## config.mk

```make
export PLATFORM = sky130hd
export DESIGN_NAME = tx_block_sequencer
export DESIGN_NICKNAME = d
export VERILOG_FILES = /design/src/rtl/tx_block_sequencer.sv
export SDC_FILE = /design/constraint.sdc
export NUM_CORES = 1
export LEC_CHECK = 0
export ABC_AREA = 1
export CAP_MARGIN = 0
export CORE_ASPECT_RATIO = 2
export CORE_MARGIN = 2
export CORE_UTILIZATION = 50
export CTS_BUF_LIST = sky130_fd_sc_hd__clkbuf_16
export DETAILED_ROUTE_END_ITERATION = 16
export GPL_TIMING_DRIVEN = 0
export PLACE_DENSITY = 0.87
export SETUP_SLACK_MARGIN = 0.3
export SLEW_MARGIN = 20
export SYNTH_ARGS = -nofsm -noshare
export SYNTH_HDL_FRONTEND = slang
export SYNTH_SLANG_ARGS = --single-unit
export TNS_END_PERCENT = 100
```

## constraint.sdc

```tcl
create_clock -name i_txc -period 4.55 [get_ports i_txc]
set_input_delay 0.6825 -clock i_txc [delete_from_list [all_inputs] [get_ports i_txc]]
set_output_delay 0.6825 -clock i_txc [all_outputs]
set_load 0.05 [all_outputs]
```

## src/rtl/tx_block_sequencer.sv

```systemverilog
// Transmit 64b/66b block sequencer: classifies encoder blocks, walks the C/D/T/E
// state machine and replaces illegal blocks with EBLOCK, counting them.
module tx_block_sequencer (
    input  logic        i_txc,
    input  logic        i_reset,
    input  logic        i_init_done,
    input  logic [65:0] i_txd,
    input  logic        i_tx_valid,
    output logic [65:0] o_txd,
    output logic        o_tx_valid,
    output logic [2:0]  o_state,
    output logic [15:0] o_err_count
);

    typedef enum logic [2:0] {
        StInit = 3'd0,
        StC    = 3'd1,
        StD    = 3'd2,
        StT    = 3'd3,
        StE    = 3'd4
    } state_e;

    typedef enum logic [2:0] {
        BlkD,
        BlkC,
        BlkS,
        BlkT,
        BlkE
    } blk_e;

    localparam logic [65:0] LBlock = {2'b01, 64'h0000_0000_0100_004b};
    localparam logic [65:0] EBlock = {2'b01, {8{7'h1e}}, 8'h1e};

    state_e      state_q, state_d;
    logic [65:0] txd_q, txd_d;
    logic        valid_q;
    logic [15:0] cnt_q, cnt_d;
    blk_e        blk_type;

    always_comb begin
        blk_type = BlkE;
        unique case (i_txd[65:64])
            2'b10: blk_type = BlkD;
            2'b01: begin
                case (i_txd[7:0])
                    8'h1e, 8'h2d, 8'h4b, 8'h55: blk_type = BlkC;
                    8'h33, 8'h66, 8'h78:        blk_type = BlkS;
                    8'h87, 8'h99, 8'haa, 8'hb4,
                    8'hcc, 8'hd2, 8'he1, 8'hff: blk_type = BlkT;
                    default:                    blk_type = BlkE;
                endcase
            end
            default: blk_type = BlkE;
        endcase
    end

    always_comb begin
        state_d = state_q;
        txd_d   = txd_q;
        cnt_d   = cnt_q;
        if (!i_init_done) begin
            // Loss of init wins over classification and never counts as an error.
            state_d = StInit;
            txd_d   = LBlock;
        end else if (i_tx_valid) begin
            unique case (state_q)
                StInit, StC, StT: begin
                    if (blk_type == BlkC)      state_d = StC;
                    else if (blk_type == BlkS) state_d = StD;
                    else                       state_d = StE;
                end
                StD: begin
                    if (blk_type == BlkD)      state_d = StD;
                    else if (blk_type == BlkT) state_d = StT;
                    else                       state_d = StE;
                end
                StE: begin
                    if (blk_type == BlkD)      state_d = StD;
                    else if (blk_type == BlkT) state_d = StT;
                    else if (blk_type == BlkC) state_d = StC;
                    else                       state_d = StE;
                end
                default: state_d = StInit;
            endcase
            if (state_d == StE) begin
                txd_d = EBlock;
                if (cnt_q != 16'hFFFF) cnt_d = cnt_q + 16'd1;
            end else begin
                txd_d = i_txd;
            end
        end
    end

    always_ff @(posedge i_txc) begin
        if (i_reset) begin
            state_q <= StInit;
            txd_q   <= LBlock;
            valid_q <= 1'b0;
            cnt_q   <= 16'd0;
        end else begin
            state_q <= state_d;
            txd_q   <= txd_d;
            valid_q <= i_tx_valid;
            cnt_q   <= cnt_d;
        end
    end

    assign o_txd       = txd_q;
    assign o_tx_valid  = valid_q;
    assign o_state     = state_q;
    assign o_err_count = cnt_q;

endmodule

```

==> flow_summary.json, run 1 <==
{
  "synth-async-reset-ratio": 0,
  "port_buffers": 153,
  "max_slew.worst_pin.slew_ns": 0.861,
  "place_congestion": 1.04,
  "timing.final.ws_setup_ns": 1.63,
  "p_leak_nw": 2.86,
  "arrival_ns": 3.13,
  "synth_common_cells": "121 x nand2_1, 98 x inv_1, 87 x nor2_1",
  "irDropWorstVdd_mv": 0.226,
  "grt_pass1_wl_mm": 23.1,
  "cts_setup_buffers": 0,
  "fin_area_sq_mm": 0.00655,
  "powerDensity_mw_per_mm2": 292,
  "period_share": 0.642,
  "rrSetupSlack_ns": 1.79,
  "yosys_register_bits": 86,
  "crit_end": "o_txd[64]",
  "required_ns": 4.76,
  "critPathLaunchType": "primary input",
  "ctsHtreeMaxLevel": 3,
  "hold_viol": 0,
  "fp.dieArea_sq_mm": 0.00999,
  "wl_per_cell_microns": 15.1,
  "postRouteAntennaNets": 0,
  "start_util": 0.512,
  "ios": 156,
  "yosys.area.top_type": "dfxtp_1",
  "die_height_microns": 139,
  "yosys.area.top_type_share": 0.376,
  "antenna_found_initial": 0,
  "syn_inst": 668,
  "num_antenna_cells": 0,
  "clock_latency_ns": 0.33,
  "setup_tns_ns": 0,
  "die_w_microns": 71.7,
  "synth_ff_type": "dfxtp_1",
  "grt_overflow_total": 0,
  "r2r_end": "o_err_count[8]",
  "synth.cell_area_sq_mm": 0.00458,
  "cts_sinks": 86,
  "min_period_ns": 2.92,
  "viasPerCell": 5.32,
  "fillers": 737,
  "reg2regPathDepth": 8,
  "pre_cts_ws_ns": 1.37,
  "rsz0062_at_grt": "false",
  "synth.area.top_cells": "dfxtp_1 38%, nand2_1 9.9%, inv_1 8.0%",
  "maxCapViolations": 0,
  "r2r-start": "o_err_count[0]",
  "yosysMostFrequentCell": "nand2_1",
  "status": "finished clean",
  "worst_setup_path_end_kind": "flip-flop",
  "track_usage": 0.288,
  "slew_headroom": 0.421,
  "fin_total_pwr_w": 0.00191,
  "setup_viol": 0,
  "yosysUniqueCellTypes": 32,
  "syn_nets": 741,
  "synth-edff-count": 0,
  "grt_max_degree": 14,
  "clk_path_buf_depth": 2,
  "cts_root_buffer": "clkbuf_16",
  "fin_cells": 938,
  "cp-startpoint": "i_txd[5]",
  "critPathKind": "primary input to flip-flop",
  "min_path_type": "flip-flop to flip-flop",
  "core_area_sq_mm": 0.00895,
  "firstDrtPassIters": 5,
  "dp_hpwl_mm": 11.2,
  "fin_skew_ns": 0.00958,
  "area_growth_pct": 42.9,
  "yosysSeqAreaShare": 0.376,
  "cts_tree": "done",
  "drc": 0,
  "slew_viol_final": 0,
  "numCtsBuffers": 9,
  "avgSynthCellArea_sq_um": 6.86,
  "place_inst": 923,
  "dr.first_iter.drc_count": 279,
  "drive_gt1_frac": 0.115,
  "cp_max_fo": 10,
  "cts-resized-gates": 0,
  "rows": 49,
  "yosys_warnings": 0,
  "holdBufCountCts": 0,
  "routed_wl_mm": 14.1,
  "place_area_sq_mm": 0.00624,
  "clkTransAtPathRegs_ns": 0.06,
  "max_freq_ghz": 0.343,
  "grt_pass1_vias": 5055,
  "nets": 905,
  "num_vias": 4993
}
==> flip-flops by register name (all words and copies together), names as in the netlist <==
| signal | count |
|---|---|
| o_err_count | 16 |
| o_state | 3 |
| o_tx_valid | 1 |
| o_txd | 66 |
==> layer usage <==
layer	up-vias	track usage	wire [microns]
met5	-	0	0
met4	0	0.127	497
met3	48	0.0521	782
met2	204	0.569	8150
met1	2298	0.273	4690
li1	2443	-	-
==> how the worst min path moves through the flow <==
stage / from / end / slack [ns] / cells after the start
after floorplan: o_txd[13] / o_txd[13] / 0.69 / 2
final: o_txd[49] / o_txd[49] / 0.47 / 2
after global routing: o_txd[20] / o_txd[20] / 0.48 / 2
after global placement: o_txd[41] / o_txd[41] / 0.45 / 2
after detailed placement: o_txd[20] / o_txd[20] / 0.46 / 2
after CTS: o_txd[20] / o_txd[20] / 0.47 / 2
==> where the power goes <==
part | total (W) | internal, W | leakage (nW) | switching, W
logic | 0.000359 | 0.000141 | 2.00 | 0.000218
clock network | 0.000761 | 0.000473 | 0.154 | 0.000289
registers | 0.000787 | 0.000774 | 0.700 | 0.0000130
==> critical path: stages <==
cell	delay (ns)
clkdlybuf4s50_1	0.61
inv_1	0.10
nor2_1	0.17
nand2_1	0.08
nand2_1	0.09
nand2_1	0.06
nand3_1	0.14
nor2_1	0.07
nand3_1	0.11
nand3_1	0.10
nand2_2	0.20
nand3_4	0.13
clkbuf_1	0.25
o21ai_0	0.25
nand2_1	0.09
==> logic make-up after synthesis <==
logic type / count (synthesis) / synth area share
adder cells (fa/ha/maj): 3 / 0.00820
AO/OA/AOI/OAI: 99 / 0.133
AND/OR/NAND/NOR: 329 / 0.333
flip-flops: 86 / 0.376
XOR/XNOR: 14 / 0.0268
buffers and inverters: 137 / 0.123
==> metrics by stage <==
| step | utilization | hold slack (ns) |
|---|---|---|
| 6_report | 0.731 | 0.465 |
| 2_1_floorplan | - | 0.690 |
| 3_3_place_gp | 0.697 | 0.452 |
| 5_1_grt | 0.731 | 0.478 |
| 4_1_cts | 0.731 | 0.465 |
| 3_5_place_dp | 0.697 | 0.456 |
==> cell usage in the layout (no fill, tap or decap), types with 2 or more instances in the layout <==
master           Yosys  routed
or2_2               32      32
clkdlybuf4s50_1      0     153
nand2_2              2       2
clkbuf_16            0       9
o21ai_0             12      12
dfxtp_1             86      86
nor3_1              13      13
nand4_1             28      28
xor2_1              14      14
nand4_2              2       2
o21ai_1              2       2
nand2_1            121     121
bufinv_16            0       2
clkbuf_1            26      26
nand2_4              2       2
a21oi_1             54      54
nor4_1               6       6
nor2_1              87      87
buf_6                4       4
buf_2                5       5
nand3_1             32      32
ha_1                 3       3
o21ai_2             28      28
inv_1               98     100
==> area by class of cell <==
type                       count  area (sq um)  area share
buffer                        38           194      0.0296
multi-input combinational    445          2290       0.350
sequential                    86          1720       0.263
clock buffer                   9           225      0.0344
clock inverter                 6          80.1      0.0122
inverter                      99           372      0.0568
tap                          102           128      0.0195
timing repair buffer         153          1530       0.234
Note: power is estimated with default switching activity, not from simulation.
==> run 2: changes to the inputs <==
Settings changed: CORE_UTILIZATION 50 to 46, PLACE_DENSITY 0.87 to 0.81.
Clock period 4.55 ns to 2.95 ns, I/O delays scaled along.
==> run 2 against run 1 <==
Net effect:
- core utilization is 5.3 points lower
- final cell count rose by 3.3%
- power increased by 47%
- via count fell by 3.2%
- setup slack lost 1.1 ns
==> flow_summary.json, run 2 (same netlist as run 1, synthesis figures left out) <==
{
  "r2r-start": "o_err_count[0]",
  "firstDrtPassIters": 4,
  "cp_max_fo": 10,
  "fin_area_sq_mm": 0.00658,
  "irDropWorstVdd_mv": 0.305,
  "numCtsBuffers": 9,
  "period_share": 0.831,
  "drive_gt1_frac": 0.121,
  "slew_viol_final": 0,
  "max_freq_ghz": 0.408,
  "worst_setup_path_end_kind": "flip-flop",
  "ios": 156,
  "routed_wl_mm": 14.1,
  "r2r_end": "o_err_count[5]",
  "fin_util": 0.678,
  "track_usage": 0.266,
  "grt_overflow_total": 0,
  "critPathSlowestCell": "clkdlybuf4s50_1",
  "die_height_microns": 145,
  "largest_reg_flops": 66,
  "clkTransAtPathRegs_ns": 0.06,
  "min_path_type": "flip-flop to flip-flop",
  "area_growth_pct": 43.6,
  "pre_cts_ws_ns": -0.0145,
  "clock_latency_ns": 0.34,
  "layout_common_cells": "148 x clkdlybuf4s50_1, 121 x nand2_1, 98 x inv_1",
  "layout_commonest_cell": "clkdlybuf4s50_1",
  "fin_skew_ns": 0.00821,
  "ctsHtreeMaxLevel": 3,
  "powerDensity_mw_per_mm2": 428,
  "path_cells": "clkdlybuf4s50_1 -> inv_1 -> nand2_1 -> nor2_1 -> nand3_1 -> nand2_1 -> nor2_4 -> inv_2 -> nand2_1 -> nand3_1 -> nand2_4 -> nand3_4 -> clkbuf_2 -> o21ai_0 -> inv_1",
  "start_util": 0.472,
  "critPathKind": "primary input to flip-flop",
  "port_buffers": 153,
  "cts_root_buffer": "clkbuf_16",
  "grt_pass1_wl_mm": 22.4,
  "cp-startpoint": "i_txd[7]",
  "required_ns": 3.18,
  "hold_viol": 0,
  "num_vias": 4831,
  "maxCapViolations": 0,
  "cts_tree": "done",
  "setup_viol": 0,
  "dp_hpwl_mm": 11.2,
  "timing.final.ws_setup_ns": 0.499,
  "min_period_ns": 2.45,
  "p_leak_nw": 2.88,
  "rsz0062_at_grt": "false",
  "nets": 905,
  "path_common_cell": "nand2_1",
  "max_slew.worst_pin.slew_ns": 0.831,
  "cts_sinks": 86,
  "grt_max_degree": 16,
  "slew_headroom": 0.443,
  "drc": 0,
  "arrival_ns": 2.68,
  "critPathLaunchType": "primary input",
  "crit_end": "o_txd[19]",
  "place_area_sq_mm": 0.00628,
  "clk_path_buf_depth": 2,
  "status": "finished clean",
  "dr.first_iter.drc_count": 187,
  "slowest_delay_ns": 0.54,
  "reg2regPathDepth": 8,
  "viasPerCell": 4.99,
  "antenna_found_initial": 0,
  "core_area_sq_mm": 0.00970,
  "place_congestion": 0.930,
  "die_w_microns": 74.6,
  "rrSetupSlack_ns": 0.68,
  "postRouteAntennaNets": 0,
  "wl_per_cell_microns": 14.6,
  "fp.dieArea_sq_mm": 0.0108,
  "num_antenna_cells": 0,
  "grt_pass1_vias": 4795,
  "rows": 51
}
[run 2: cell count changes in the layout (fill, tap and decap cells not counted), sizes merged]
cell	before	now
bufinv	2	0
clkinv	1	3
dlymetal6s2s	0	5
inv	101	100
clkinvlp	1	3
clkdlybuf4s50	153	148
[run 2: routing by layer]
metal  vias up  part of all wire  GRT usage  wire length, microns
li1       2438                 -          -                     -
met4         0             0.039      0.146                   550
met2       162              0.57      0.501                  8070
met1      2190              0.35      0.253                  4880
met3        41             0.043     0.0472                   610
met5         -                 0          0                     0
[run 2: how the worst min path moves through the flow]
stage / start / to / slack (ns) / cells after the start
floorplan: i_txd[1] / o_txd[1] / 0.58 / 2
global placement: o_txd[50] / o_txd[50] / 0.45 / 2
detailed placement: o_txd[55] / o_txd[55] / 0.45 / 2
CTS: o_txd[55] / o_txd[55] / 0.46 / 2
global route: o_txd[42] / o_txd[42] / 0.47 / 2
finish: o_txd[48] / o_txd[48] / 0.46 / 2
[run 2: stage by stage]
step | hold slack, ns | TNS (ns) | power, W | std cells
2_1_floorplan | 0.583 | 0 | 0.00156 | 668
3_3_place_gp | 0.452 | 0 | 0.00178 | 953
4_1_cts | 0.464 | 0 | 0.00283 | 969
3_5_place_dp | 0.455 | -0.0276 | 0.00179 | 953
6_report | 0.464 | 0 | 0.00281 | 969
5_1_grt | 0.474 | 0 | 0.00293 | 969
[run 2: worst max-delay path, delay by kind of cell]
kind / cells / cell delay (ns)
buf+inv: 5 / 0.95
compound gates: 1 / 0.24
simple gates: 9 / 1.03
[run 2: layout make-up]
type | count | area [sq um]
Buffer | 38 | 195
Clock buffer | 9 | 225
Clock inverter | 7 | 48.8
Fill cell | 881 | 3120
Inverter | 99 | 372
Multi-Input combinational cell | 445 | 2310
Sequential cell | 86 | 1720
Tap cell | 132 | 165
Timing Repair Buffer | 153 | 1540
[run 2: report_power, final]
| part | internal [W] | switching [W] |
|---|---|---|
| sequential | 0.00119 | 0.0000198 |
| combinational | 0.000218 | 0.000334 |
| clock | 0.000570 | 0.000478 |
| total | 0.00198 | 0.000832 |
[run 2: repair_timing]
action	CTS	global route
hold buffers	0	0
endpoints found under the setup margin	0	76
buffers inserted	0	0
resized for setup	0	10
hold endpoints to repair	0	0
